--- config.mk ---
export PLATFORM = sky130hd
export DESIGN_NAME = tdm_demux
export DESIGN_NICKNAME = d
export VERILOG_FILES = /design/src/rtl/tdm_demux.sv
export SDC_FILE = /design/constraint.sdc
export NUM_CORES = 1
export LEC_CHECK = 0
export BUFFER_PORTS_ARGS = -buffer_cell sky130_fd_sc_hd__clkbuf_2
export CAP_MARGIN = 20
export CORE_MARGIN = 1.5
export CORE_UTILIZATION = 45
export CTS_BUF_LIST = sky130_fd_sc_hd__clkbuf_16
export DETAILED_ROUTE_END_ITERATION = 6
export HOLD_SLACK_MARGIN = 0.06
export PLACE_DENSITY_LB_ADDON = 0.3
export SLEW_MARGIN = 30
export SYNTH_ARGS = -nofsm -noshare
export SYNTH_HDL_FRONTEND = slang
export SYNTH_SLANG_ARGS = --single-unit
--- constraint.sdc ---
create_clock -name clk -period 2.5 [get_ports clk]
set_input_delay 0.125 -clock clk [delete_from_list [all_inputs] [get_ports clk]]
set_output_delay 0.125 -clock clk [all_outputs]
set_load 0.05 [all_outputs]
--- src/rtl/tdm_demux.sv ---
// rtl/tdm_demux.sv - TDM sample stream to parallel per-channel lanes demultiplexer
//
// Purpose:
//   Collects consecutive samples of a time-division-multiplexed stream into
//   CHANNELS lanes. A sync-qualified sample marks channel 0. Lanes 0..CHANNELS-2
//   are held in a shadow register while the frame is being collected. The
//   published bus is updated atomically, together with a one-cycle y_valid
//   pulse, when the last sample is captured.
//
// Optional feature (macro TDM_DEMUX_PARITY_EN):
//   Adds an even-parity input x_par and a y_par_err pulse output. A frame that
//   contains any accepted sample with bad parity is discarded at completion.
//
// Ports:
//   clk          rising-edge clock
//   rst          synchronous active-high reset
//   x_data       incoming sample (WIDTH bits)
//   x_valid      sample present this cycle
//   x_sync       sample is channel 0 of a new frame (only when x_valid=1)
//   x_par        even parity over x_data        (TDM_DEMUX_PARITY_EN only)
//   y_par_err    pulse: frame dropped for parity (TDM_DEMUX_PARITY_EN only)
//   y_bus        published frame, lane k = y_bus[k*WIDTH +: WIDTH]
//   y_valid      pulse: y_bus holds a new complete frame
//   y_busy       frame partially collected
//   y_idx        next channel slot expected (0 when idle)
//   y_frame_err  pulse: sync arrived mid-frame, partial frame discarded

module tdm_demux #(
  parameter int WIDTH    = 16,
  parameter int CHANNELS = 4,
  parameter int IDX_W    = 4
) (
  input  logic                      clk,
  input  logic                      rst,
  input  logic [WIDTH-1:0]          x_data,
  input  logic                      x_valid,
  input  logic                      x_sync,
`ifdef TDM_DEMUX_PARITY_EN
  input  logic                      x_par,
  output logic                      y_par_err,
`endif
  output logic [CHANNELS*WIDTH-1:0] y_bus,
  output logic                      y_valid,
  output logic                      y_busy,
  output logic [IDX_W-1:0]          y_idx,
  output logic                      y_frame_err
);

  typedef enum logic [0:0] {
    S_IDLE    = 1'b0,
    S_COLLECT = 1'b1
  } state_e;

  localparam logic [IDX_W-1:0] LAST_IDX = IDX_W'(CHANNELS - 1);
  localparam logic [IDX_W-1:0] ONE_IDX  = IDX_W'(1);

  state_e                    state_q, state_d;
  logic [WIDTH-1:0]          shadow_q [0:CHANNELS-2];
  logic [WIDTH-1:0]          shadow_d [0:CHANNELS-2];
  logic [IDX_W-1:0]          idx_q, idx_d;
  logic [CHANNELS*WIDTH-1:0] bus_q, bus_d;
  logic                      valid_q, valid_d;
  logic                      ferr_q, ferr_d;
  // Sticky mark: some accepted sample of the current frame had bad parity.
  logic                      bad_q, bad_d;
  logic                      par_bad;
  logic                      last_slot;

`ifdef TDM_DEMUX_PARITY_EN
  logic                      perr_q, perr_d;

  // Even parity: x_par must equal the XOR of all data bits.
  assign par_bad = (x_par != ^x_data);
`else
  assign par_bad = 1'b0;
`endif

  assign last_slot = (idx_q == LAST_IDX);

  always_comb begin
    state_d = state_q;
    idx_d   = idx_q;
    bus_d   = bus_q;
    valid_d = 1'b0;
    ferr_d  = 1'b0;
    bad_d   = bad_q;
`ifdef TDM_DEMUX_PARITY_EN
    perr_d  = 1'b0;
`endif
    for (int k = 0; k < CHANNELS - 1; k++) begin
      shadow_d[k] = shadow_q[k];
    end

    case (state_q)
      S_IDLE: begin
        // Non-sync samples in idle are dropped without any report.
        if (x_valid && x_sync) begin
          shadow_d[0] = x_data;
          idx_d       = ONE_IDX;
          bad_d       = par_bad;
          state_d     = S_COLLECT;
        end
      end

      S_COLLECT: begin
        if (x_valid) begin
          if (x_sync) begin
            // Restart: old partial frame is discarded, bad mark restarts
            // from this sample alone.
            ferr_d      = 1'b1;
            shadow_d[0] = x_data;
            idx_d       = ONE_IDX;
            bad_d       = par_bad;
          end else if (!last_slot) begin
            for (int k = 0; k < CHANNELS - 1; k++) begin
              if (idx_q == IDX_W'(k)) begin
                shadow_d[k] = x_data;
              end
            end
            idx_d = idx_q + ONE_IDX;
            bad_d = bad_q | par_bad;
          end else begin
            // Last sample: publish straight from the shadow plus this sample.
            idx_d   = '0;
            bad_d   = 1'b0;
            state_d = S_IDLE;
            if (bad_q || par_bad) begin
`ifdef TDM_DEMUX_PARITY_EN
              perr_d = 1'b1;
`endif
            end else begin
              for (int k = 0; k < CHANNELS - 1; k++) begin
                bus_d[k*WIDTH +: WIDTH] = shadow_q[k];
              end
              bus_d[(CHANNELS-1)*WIDTH +: WIDTH] = x_data;
              valid_d = 1'b1;
            end
          end
        end
      end

      default: begin
        state_d = S_IDLE;
        idx_d   = '0;
        bad_d   = 1'b0;
      end
    endcase
  end

  always_ff @(posedge clk) begin
    if (rst) begin
      state_q <= S_IDLE;
      idx_q   <= '0;
      bus_q   <= '0;
      valid_q <= 1'b0;
      ferr_q  <= 1'b0;
      bad_q   <= 1'b0;
`ifdef TDM_DEMUX_PARITY_EN
      perr_q  <= 1'b0;
`endif
      for (int k = 0; k < CHANNELS - 1; k++) begin
        shadow_q[k] <= '0;
      end
    end else begin
      state_q <= state_d;
      idx_q   <= idx_d;
      bus_q   <= bus_d;
      valid_q <= valid_d;
      ferr_q  <= ferr_d;
      bad_q   <= bad_d;
`ifdef TDM_DEMUX_PARITY_EN
      perr_q  <= perr_d;
`endif
      for (int k = 0; k < CHANNELS - 1; k++) begin
        shadow_q[k] <= shadow_d[k];
      end
    end
  end

  assign y_bus       = bus_q;
  assign y_valid     = valid_q;
  assign y_busy      = (state_q == S_COLLECT);
  assign y_idx       = idx_q;
  assign y_frame_err = ferr_q;
`ifdef TDM_DEMUX_PARITY_EN
  assign y_par_err   = perr_q;
`endif

endmodule

Word-level counts from Yosys, hierarchy flattened
Memories as Yosys holds them, arrays and structs flattened.
Index checks and enable logic that the tools add are counted.
W data, S select, Z words.
- multiplexer cells: 33
- bitwise logic cells: 8
- equality and inequality tests: 6
- add/sub/neg operators: 1
- reduce and logical (&&, ||, !) cells: 7
- operators by type and width (cell ; count):
    $mux W16 ; 8
    $mux W48 ; 2
    $mux W32 ; 2
    $pmux W16 S2 ; 1
    $mux W4 ; 4
    $mux W1 ; 13
    $eq A4 B2 Y1 const B ; 2
    $pmux W4 S2 ; 1
    $not A1 Y1 ; 5
    $reduce_and A5 Y1 ; 1
    $reduce_or A5 Y1 ; 1
    $add A4 B1 Y4 const B ; 1
    $eq A4 B1 Y1 const B ; 1
    $logic_not A4 Y1 ; 1
    $ne A2 B2 Y1 const B ; 2
    $pmux W1 S2 ; 2
    $ne A3 B2 Y1 const B ; 1
    $or A1 B1 Y1 ; 3
    $reduce_and A3 Y1 ; 1
    $reduce_or A3 Y1 ; 1
    $reduce_and A2 Y1 ; 1
    $logic_and A1 B1 Y1 ; 1
- output and inout port bits: 71
- bits in writable memories: 48
- logic and storage cells: 62
- input port bits: 20
- bits in registers: 72
- memories kept: 1
- memories (name ; depth ; width ; rd ports ; clocked after Yosys merged registers in ; write ports ; line ; RTL):
    shadow_q ; 3 ; 16 ; 3 ; 0 ; 3 ; 58 ; logic [WIDTH-1:0] shadow_q [0:CHANNELS-2];

Longest topological paths before layout
- word-level depth: 7
- gate-level depth with buffers: 7
- gate-level depth less buffers: 5

Least setup slack after synthesis
Ideal clock, no wire load.
- path type: register -> register
- start: register idx_q[0], in the netlist y_idx[0]
- end: register bus_q[17], in the netlist y_bus[17], read port of shadow_q
- arrival: 1.932 ns
- buffers on the path: 2
- cell stages (with the launch flop): 7
- required time: 2.368 ns
- setup slack: 0.436 ns
- setup time: 0.132 ns
- clock period less this slack: 2.064 ns
- cells stage by stage: dfxtp_1 -> ha_1 -> or3b_1 -> buf_6 -> buf_6 -> o21ai_1 -> a21oi_1
- longest elaborated chain between the ends: 2
- ends and longest elaborated chain (item ; line ; RTL):
    from (decl) ; 60 ; logic [IDX_W-1:0] idx_q, idx_d;
    from (signal assigned) ; 166 ; idx_q <= idx_d;
    $eq A4 B2 Y1 ; 78 ; assign last_slot = (idx_q == LAST_IDX);
    $reduce_and A5 Y1 (no source line) ; -- ;
    to (decl) ; 61 ; logic [CHANNELS*WIDTH-1:0] bus_q, bus_d;
Every way passes these cells.
A chain may end at the register's enable or synchronous reset.

==> reports/qor.yml <==
outcome:
  status: "complete, no violations"
logic_synthesis:
  synth-simple-area-share_pct: 16.6
  synth_flop_cell: "dfxtp_1"
  seq_area_frac_synth_pct: 47.6
  syn_inst: 553
  synthTopCellsByArea: "dfxtp_1, a21oi_1, nand3_1"
  yosys.area.top_type: "dfxtp_1"
  ys_warn_count: 0
  synth_top_family_by_area: "compound AO/OA/AOI/OAI gates"
  synth_fa_ha_area_share_pct: 1.00
  synth_edf_count: 0
  synth_xor_area_share_pct: 0
  synthesis.nets: 577
  avgSynthCellArea_um2: 9.05
  yosysUniqueCellTypes: 36
  synth_top_cell_area_share_pct: 47.6
  syn_area_um2: 5000
  synth_compound_area_share_pct: 23.9
  muxShareOfSynthArea_pct: 3.20
  synth-seq-cells: 119
  ys_async_sr_fraction_pct: 0
floorplanning:
  ios: 91
  fp.dieH_um: 108
  start_util_pct: 46.2
  dieArea_um2: 11800
  rows: 38
  core_um2: 10800
  die_w_um: 108
worst_setup_path:
  crit_type: "reg -> reg"
  required_ns: 2.77
  critPathMaxFanout: 17
  crit_path_end_kind: "register"
  crit_arrival_ns: 2.44
  r2r_cells: 4
  worst_setup_path_start_kind: "register"
clock_network:
  cts_resized: 0
  path_clk_slew_ns: 0.05
  postCtsSetupRepairBufs: 0
  root_buffer: "clkbuf_16"
  clock_path_buffers: 2
  htreeDepth: 4
  cts_tree: "built"
  cts_buffers: 17
  cts_sinks: 119
  clk_latency_ns: 0.41
  postCtsHoldBufs: 6
timing:
  fin_skew_ns: 0.00658
  fin_setup_tns_ns: 0
  setup_violations: 0
  slew_headroom_pct: 49.9
  final.min_clock_period_ns: 2.17
  finalHoldViolCount: 0
  clock.fmax_mhz: 462
  rsz0062_at_grt: "false"
  tightest_slew_ns: 0.752
  fin_hold_ws_ns: 0.0716
  maxSlewViolCount: 0
  period_share_pct: 86.6
finish:
  nets: 639
  fill_cells: 981
  drive_above_1_share_pct: 24.2
  areaGrowthSynthToFinish_pct: 22.8
  utilization_pct: 56.7
  antenna_cells: 0
route:
  avgRoutedWirePerCell_um: 17.9
  drc_errors: 0
  routed_wl_mm: 13.8
  first_iter_violations: 315
  viasPerCell: 5.92
  antenna_left: 0
  via_count: 4545
  drtPass1Iterations: 7
pwr:
  power.leakage_nw: 2.27
  ir_drop_mv: 0.523
  power.density_nw_per_um2: 793
global_routing:
  antenna_found_initial: 0
  grt_pass1_vias: 4281
  grt_max_degree: 66
  grt.total_usage_pct: 24.8
  grt_pass1_wl_mm: 22.4
  gr-total-overflow: 0
placed_design:
  portBuffers: 90
  place.gp.congestion: 0.787
  hpwlAfterDp_mm: 8.44
hold_path:
  hold_path_depth: 3
  hold_class: "in -> reg"
run:
  cap_violations: 0
cells by family (layout without fill, tap and decap cells):
kind of cell	Yosys count	in the layout
buffers and inverters	70	145
AO/OA/AOI/OAI	202	202
AND/OR/NAND/NOR	142	142
flip-flops	119	119
adder cells (fa/ha/maj)	4	4
multiplexers	16	16
stage by stage:
step	power, mW	std cells	setup WS (ns)	cell area (um2)
floorplan	2.11	553	0.436	5000
global placement	2.18	730	0.574	5430
detailed placement	2.18	730	0.427	5430
CTS	4.90	768	0.379	6150
global route	5.00	768	0.183	6150
finish	4.87	768	0.334	6150
sequential cells by signal, summed over array words and instances, names as in the netlist:
signal,cells
y_bus,64
shadow_q,48
y_idx,4
y_busy,1
y_frame_err,1
y_valid,1
cell type report:
class / instances / area (um2) / share of cell area [%]
Sequential cell: 119 / 2380 / 38.8
Multi-Input combinational cell: 364 / 2250 / 36.6
Timing Repair Buffer: 109 / 661 / 10.7
Clock buffer: 17 / 425 / 6.92
Clock inverter: 15 / 235 / 3.83
Tap cell: 140 / 175 / 2.85
Inverter: 4 / 15.0 / 0.244
critical path, cell delays in order (launching register included):
cell	delay, ns
dfxtp_1	0.47
ha_1	0.56
inv_1	0.47
o31ai_2	0.39
a21oi_1	0.13
final timing paths:
path / startpoint / end / slack [ns]
setup reg to reg: y_idx[0]$_SDFFE_PP0P_ / shadow_q[0][30]$_SDFFE_PP0P_ / 0.33
setup / recovery: y_idx[0]$_SDFFE_PP0P_ / shadow_q[0][30]$_SDFFE_PP0P_ / 0.33
hold reg to reg: shadow_q[0][13]$_SDFFE_PP0P_ / y_bus[13]$_SDFFE_PP0P_ / 0.47
hold / removal: x_data[0] / y_bus[48]$_SDFFE_PP0P_ / 0.07
cells in the final DEF (no fill, tap or decap), drive strengths merged, types with 2 or more instances in the layout:
cell         synthesis  routed
clkinv               0       2
o31ai               32      32
ha                   4       4
dlygate4sd3          0       6
nand4               32      32
dfxtp              119     119
buf                 40      14
mux2i               16      16
o21ai               64      64
nor3                 3       3
nand3               66      66
inv                  4       6
clkinvlp             0       5
a21oi               97      97
clkbuf              26     106
bufinv               0       6
a211oi               2       2
nor2                 2       2
nand2b              32      32
where the power goes:
part	internal, mW	switching, mW
Combinational	0.0686	0.152
Sequential	1.92	0.0159
Clock	1.85	0.863
Total	3.84	1.03
Yosys cell counts (3+ instances only):
| master | count |
|---|---|
| nand4_1 | 32 |
| buf_1 | 4 |
| a21oi_1 | 97 |
| buf_2 | 22 |
| clkbuf_1 | 25 |
| ha_1 | 4 |
| nand2b_1 | 32 |
| dfxtp_1 | 119 |
| o21ai_0 | 24 |
| mux2i_1 | 16 |
| nand3_1 | 66 |
| o31ai_1 | 19 |
| buf_6 | 11 |
| inv_1 | 4 |
| o21ai_1 | 40 |
| buf_4 | 3 |
| o31ai_2 | 13 |
routing by layer:
layer	global-route usage, %	vias up	wire [um]
li1	-	2154	-
met1	31.8	2174	5810
met2	39.6	179	6700
met3	6.63	38	872
met4	10.2	0	379
met5	0	-	0
(Power assumes the default switching activity.)
